## src/rtl/mult_pipe.sv

```systemverilog
// mult_pipe: fully pipelined W x W multiplier, signed or unsigned per beat,
// with valid/ready handshake, global stall and a pass-through tag.
// Optional accumulate stage enabled by defining MULT_ACC_EN.
//
// Ports:
//   clk, rst_n            clock, asynchronous active-low reset
//   in_valid / in_ready   operand beat handshake (in_ready = advance)
//   in_a, in_b            W-bit operands
//   in_signed             1: both operands two's complement, 0: unsigned
//   in_tag                sideband returned with the result
//   out_valid / out_ready result beat handshake
//   out_p                 2W-bit product
//   out_tag               tag of the beat on out_p
//   in_acc, out_acc       (MULT_ACC_EN only) accumulate control / running sum
module mult_pipe #(
   parameter int unsigned W     = 8,
   parameter int unsigned PPS   = 2,
   parameter int unsigned TAG_W = 4
) (
   input  logic               clk,
   input  logic               rst_n,
   input  logic               in_valid,
   output logic               in_ready,
   input  logic [W-1:0]       in_a,
   input  logic [W-1:0]       in_b,
   input  logic               in_signed,
   input  logic [TAG_W-1:0]   in_tag,
`ifdef MULT_ACC_EN
   input  logic               in_acc,
   output logic [2*W+3:0]     out_acc,
`endif
   output logic               out_valid,
   input  logic               out_ready,
   output logic [2*W-1:0]     out_p,
   output logic [TAG_W-1:0]   out_tag
);

   localparam int unsigned N   = W / PPS;
   localparam int unsigned P2W = 2 * W;
`ifdef MULT_ACC_EN
   localparam int unsigned AW  = 2 * W + 4;
`endif

   // Global stall: every stage moves together or holds together
   logic advance;
   assign advance  = !out_valid || out_ready;
   assign in_ready = advance;

   // Stage 0 inputs: operand magnitudes and result sign
   logic [W-1:0] a_mag_c;
   logic [W-1:0] b_mag_c;
   logic         sgn_c;

   always_comb begin
      a_mag_c = in_a;
      b_mag_c = in_b;
      sgn_c   = in_signed & (in_a[W-1] ^ in_b[W-1]);
      if (in_signed && in_a[W-1]) a_mag_c = ~in_a + W'(1);
      if (in_signed && in_b[W-1]) b_mag_c = ~in_b + W'(1);
   end

   // Pipeline registers; index 0 is the input register, 1..N accumulate.
   // sum_q[0] is held at zero so every accumulation stage has the same form.
   logic [W-1:0]     a_mag_q [0:N-1];
   logic [W-1:0]     b_mag_q [0:N-1];
   logic [P2W-1:0]   sum_q   [0:N];
   logic [TAG_W-1:0] tag_q   [0:N];
   logic [N:0]       sgn_q;
   logic [N:0]       vld_q;
`ifdef MULT_ACC_EN
   logic [N:0]       md_q;
   logic [N:0]       accf_q;
`endif

   // Final (negation) stage
   logic             fin_vld;
   logic [P2W-1:0]   fin_p;
   logic [TAG_W-1:0] fin_tag;
`ifdef MULT_ACC_EN
   logic             fin_md;
   logic             fin_accf;
`endif

   // Stage k adds PPS shifted partial products of the magnitudes
   logic [P2W-1:0] sum_nxt [1:N];

   always_comb begin
      for (int unsigned k = 1; k <= N; k++) begin
         sum_nxt[k] = sum_q[k-1];
         for (int unsigned i = 0; i < PPS; i++) begin
            if (b_mag_q[k-1][(k-1)*PPS + i])
               sum_nxt[k] = sum_nxt[k] + (P2W'(a_mag_q[k-1]) << ((k-1)*PPS + i));
         end
      end
   end

   // Pipeline advance
   always_ff @(posedge clk or negedge rst_n) begin
      if (!rst_n) begin
         for (int unsigned k = 0; k < N; k++) begin
            a_mag_q[k] <= '0;
            b_mag_q[k] <= '0;
         end
         for (int unsigned k = 0; k <= N; k++) begin
            sum_q[k] <= '0;
            tag_q[k] <= '0;
         end
         sgn_q   <= '0;
         vld_q   <= '0;
         fin_vld <= 1'b0;
         fin_p   <= '0;
         fin_tag <= '0;
`ifdef MULT_ACC_EN
         md_q     <= '0;
         accf_q   <= '0;
         fin_md   <= 1'b0;
         fin_accf <= 1'b0;
`endif
      end else if (advance) begin
         vld_q[0]   <= in_valid;
         a_mag_q[0] <= a_mag_c;
         b_mag_q[0] <= b_mag_c;
         sgn_q[0]   <= sgn_c;
         tag_q[0]   <= in_tag;
         sum_q[0]   <= '0;
`ifdef MULT_ACC_EN
         md_q[0]    <= in_signed;
         accf_q[0]  <= in_acc;
`endif
         for (int unsigned k = 1; k < N; k++) begin
            a_mag_q[k] <= a_mag_q[k-1];
            b_mag_q[k] <= b_mag_q[k-1];
         end
         for (int unsigned k = 1; k <= N; k++) begin
            sum_q[k] <= sum_nxt[k];
            sgn_q[k] <= sgn_q[k-1];
            vld_q[k] <= vld_q[k-1];
            tag_q[k] <= tag_q[k-1];
`ifdef MULT_ACC_EN
            md_q[k]   <= md_q[k-1];
            accf_q[k] <= accf_q[k-1];
`endif
         end
         fin_vld <= vld_q[N];
         fin_p   <= sgn_q[N] ? (~sum_q[N] + P2W'(1)) : sum_q[N];
         fin_tag <= tag_q[N];
`ifdef MULT_ACC_EN
         fin_md   <= md_q[N];
         fin_accf <= accf_q[N];
`endif
      end
   end

`ifdef MULT_ACC_EN
   // Accumulate stage: outputs re-registered so acc stays aligned with out_p
   logic [AW-1:0] acc_q;
   logic [AW-1:0] ext_c;

   assign ext_c   = {{4{fin_md & fin_p[P2W-1]}}, fin_p};
   assign out_acc = acc_q;

   always_ff @(posedge clk or negedge rst_n) begin
      if (!rst_n) begin
         out_valid <= 1'b0;
         out_p     <= '0;
         out_tag   <= '0;
         acc_q     <= '0;
      end else begin
         if (advance) begin
            out_valid <= fin_vld;
            out_p     <= fin_p;
            out_tag   <= fin_tag;
         end
         if (advance && fin_vld)
            acc_q <= (fin_accf ? acc_q : AW'(0)) + ext_c;
      end
   end
`else
   assign out_valid = fin_vld;
   assign out_p     = fin_p;
   assign out_tag   = fin_tag;
`endif

endmodule

```

## config.mk

```make
export PLATFORM = sky130hd
export DESIGN_NAME = mult_pipe
export DESIGN_NICKNAME = d
export VERILOG_FILES = /design/src/rtl/mult_pipe.sv
export SDC_FILE = /design/constraint.sdc
export NUM_CORES = 1
export LEC_CHECK = 0
export BUFFER_PORTS_ARGS = -buffer_cell sky130_fd_sc_hd__buf_2
export CAP_MARGIN = 25
export CORE_UTILIZATION = 50
export CTS_CLUSTER_DIAMETER = 100
export DETAILED_ROUTE_END_ITERATION = 16
export GPL_ROUTABILITY_DRIVEN = 0
export PLACE_DENSITY_LB_ADDON = 0.12
export SETUP_SLACK_MARGIN = 0.1
export SLEW_MARGIN = 15
export SYNTH_ARGS = -nofsm -noshare
export SYNTH_HDL_FRONTEND = slang
export SYNTH_SLANG_ARGS = --single-unit
```

## constraint.sdc

```tcl
create_clock -name clk -period 3.35 [get_ports clk]
set_input_delay 0.1675 -clock clk [delete_from_list [all_inputs] [get_ports clk]]
set_output_delay 0.1675 -clock clk [all_outputs]
set_load 0.005 [all_outputs]
```

==> metrics.csv <==
stage,metric,value,unit
run_status,outcome,finished clean,
yosys,synth_area,9020,µm²
yosys,synth_ff_type,dfrtp_1,
setup_path,reg2regPathDepth,11,
sta,setup_viol,0,
placement,preCtsSetupSlack,214,ps
yosys,synth_top_family_by_area,simple AND/OR/NAND/NOR gates,
cts,clockBufferDepth,2,
yosys,yosysUniqueCellTypes,57,
yosys,synth_edf_count,0,
placement,port_buffers,46,
setup_path,r2r_slack,260,ps
routing,routed_wl,18000,µm
sta,finalCritPeriodShare,92.4,%
routing,wl_per_cell,13.7,µm
floorplanning,rows,48,
floorplanning,fp.dieW,136,µm
yosys,synth.area.mux_share,3.40,%
yosys,synthSimpleGateAreaFrac,20.4,%
yosys,synth_xor_area_share,5.24,%
min_path,worstHoldEndpoint,b_mag_q[30]$_DFFE_PN0P_,
routing,drt_pre_antenna_iters,4,
cts,post_cts_buffers,0,
global_route,grtUsageTotal,21.0,%
setup_path,cp-start-kind,register,
min_path,hold_class,primary input to register,
final_layout,fin_nets,1164,
final_layout,fin_util,58.2,%
yosys,synth_nets,1128,
setup_path,arrival,3370,ps
setup_path,worstPathRequired,3630,ps
cts,clk_latency,430,ps
routing,via_per_inst,5.29,
final_layout,mostFrequentLayoutCells,"319 x nand2_1, 155 x dfrtp_1, 61 x ha_1",
global_route,antenna_found_initial,0,
setup_path,reg2reg_from,a_mag_q[16]$_DFFE_PN0P_,
setup_path,critPathMaxFanout,4,
final_layout,layout_commonest_cell,nand2_1,
routing,drtAntennaViolNets,0,
pwr,p_per_area,1140,nW/µm²
sta,fmax,323,MHz
global_route,grt_max_degree,180,
min_path,whs_path_depth,3,
global_route,overflow,0,
setup_path,critPathMaxStageDelay,430,ps
global_route,grt_pass1_wl,31000,µm
routing,drtIter0Drc,368,
min_path,min_from,in_b[6],
floorplanning,ioPinCount,47,
yosys,async_reset_ff_share,100,%
sta,final_hold_viol_count,0,
setup_path,r2r-end,sum_q[43]$_DFFE_PN0P_,
pwr,ir_drop,1020,µV
yosys,synth.avg_cell_area,8.72,µm²
yosys,synth-adder-area-share,10.0,%
cts,cts.sinks,155,
setup_path,crit_type,register to register,
sta,fin_skew,8.97,ps
setup_path,startpoint,a_mag_q[16]$_DFFE_PN0P_,
floorplanning,start_util,51.6,%
run,drv_cap,0,
sta,setup_slack,256,ps
yosys,netlist_instances,1035,
sta,fin_tns_setup,0,ps
setup_path,crit_path_end_kind,register,
yosys,ys_seq_elements,155,
global_route,grt_pass1_vias,6514,
setup_path,crit_slowest_cell,fa_1,
pwr,cellLeakagePower,4.95,nW
yosys,yosysSeqAreaShare,43.0,%
final_layout,antenna-diode-count,0,
sta,fin_crit,3090,ps
sta,slew_headroom,46.1,%
cts,clk_pin_slew,70,ps
floorplanning,core,17500,µm²
cts,cts_inserted_buffers,17,
floorplanning,dieArea,18600,µm²
cts,htreeDepth,4,
sta,worst_pin_slew,808,ps
yosys,yosys_warnings,0,
routing,vias,6927,
routing,drc,0,
yosys,synth_compound_area_share,14.6,%
setup_path,path_cells,ha_1 -> fa_1 -> mux2_2 -> ha_1 -> fa_1 -> a21oi_2 -> o21ai_0 -> and2_1 -> or3_1 -> o2111ai_1 -> a31oi_1,
cts,clockRootBuffer,clkbuf_16,
floorplanning,die_height,136,µm
placement,hpwl,12300,µm
sta,finalMaxSlewViolations,0,
cts,cts_tree,yes,
final_layout,syn_to_final_growth,12.8,%
final_layout,drive_gt1_share,10.8,%
sta,grt_setup_unrepaired,true,
## layout make-up
type,instances,area (µm²)
multi-input cells,808,4890
flip-flops and latches,155,3880
clock inverters,15,188
repair buffers,62,412
fillers,1568,7300
inverters,27,104
clock buffers,17,425
well taps,225,282
## through the flow
step	cells	hold slack, ps	instance area (µm²)	total power [W]
2_1_floorplan	1035	-128	9020	0.00828
3_3_place_gp	1270	266	9460	0.00951
3_5_place_dp	1270	274	9460	0.00963
4_1_cts	1309	15.7	10100	0.0117
5_1_grt	1309	37.5	10200	0.0128
6_report	1309	34.1	10200	0.0116
## routing by layer
| layer | wire (µm) | vias up | share of wire, % | GRT usage (%) |
|---|---|---|---|---|
| met5 | 0 | - | 0 | 0 |
| met4 | 217 | 0 | 1.2 | 6.30 |
| met3 | 438 | 18 | 2.4 | 4.33 |
| met2 | 8320 | 86 | 46 | 32.6 |
| met1 | 8990 | 3220 | 50 | 29.3 |
| li1 | - | 3603 | - | - |
## where the power goes
part / leakage (nW) / internal, W / switching [W] / total [W]
Combinational: 2.75 / 0.00281 / 0.00338 / 0.00619
Clock: 0.295 / 0.00102 / 0.000923 / 0.00194
Sequential: 1.91 / 0.00271 / 0.000797 / 0.00351
## what timing repair did
item                       CTS  global route
gates resized for setup      0             9
setup endpoints to repair    0             9
hold buffers                 7             0
hold endpoints to repair    85             0
## worst max-delay path by stage
| stage | endpoint | slack [ps] | cells past startpoint |
|---|---|---|---|
| after floorplan | sum_q[43]$_DFFE_PN0P_ | 410 | 11 |
| after global placement | sum_q[43]$_DFFE_PN0P_ | 260 | 11 |
| final | sum_q[43]$_DFFE_PN0P_ | 260 | 11 |
| after detailed placement | sum_q[43]$_DFFE_PN0P_ | 210 | 11 |
| after CTS | sum_q[28]$_DFFE_PN0P_ | 180 | 13 |
| after global routing | sum_q[28]$_DFFE_PN0P_ | 90 | 13 |
## Yosys cell counts, types with 11 or more instances
library cell  count  area, µm²
nand2_1         319       1200
xor2_1           31        272
ha_1             61        763
a21oi_1          50        250
a21o_1           11       82.6
mux2i_1          19        190
nor2_1           53        199
dfrtp_1         155       3880
nand3_1          17       85.1
xnor2_1          23        201
clkbuf_1         35        131
o21ai_1          19       95.1
inv_1            25       93.8
o21ai_0          59        295
## cells by family (layout without fill, tap and decap cells)
| kind of cell | Yosys count | after routing |
|---|---|---|
| compound gates | 212 | 212 |
| flops | 155 | 155 |
| xor+xnor | 54 | 54 |
| buf+inv | 72 | 121 |
| fa+ha+maj | 68 | 68 |
| mux | 29 | 29 |
| simple gates | 445 | 445 |
## critical path, delay by kind of cell (launching register included)
kind            cells  cell delay, ps
compound gates      4             450
fa+ha+maj           4            1320
flops               1             420
mux                 1             290
simple gates        2             490
## state kept, by name (all words and copies together) (netlist names)
name / flops
tag_q: 20
out_valid: 1
out_tag: 4
b_mag_q: 20
sum_q: 52
sgn_q: 5
a_mag_q: 32
vld_q: 5
out_p: 16
Power figures use the tool's default switching activity.
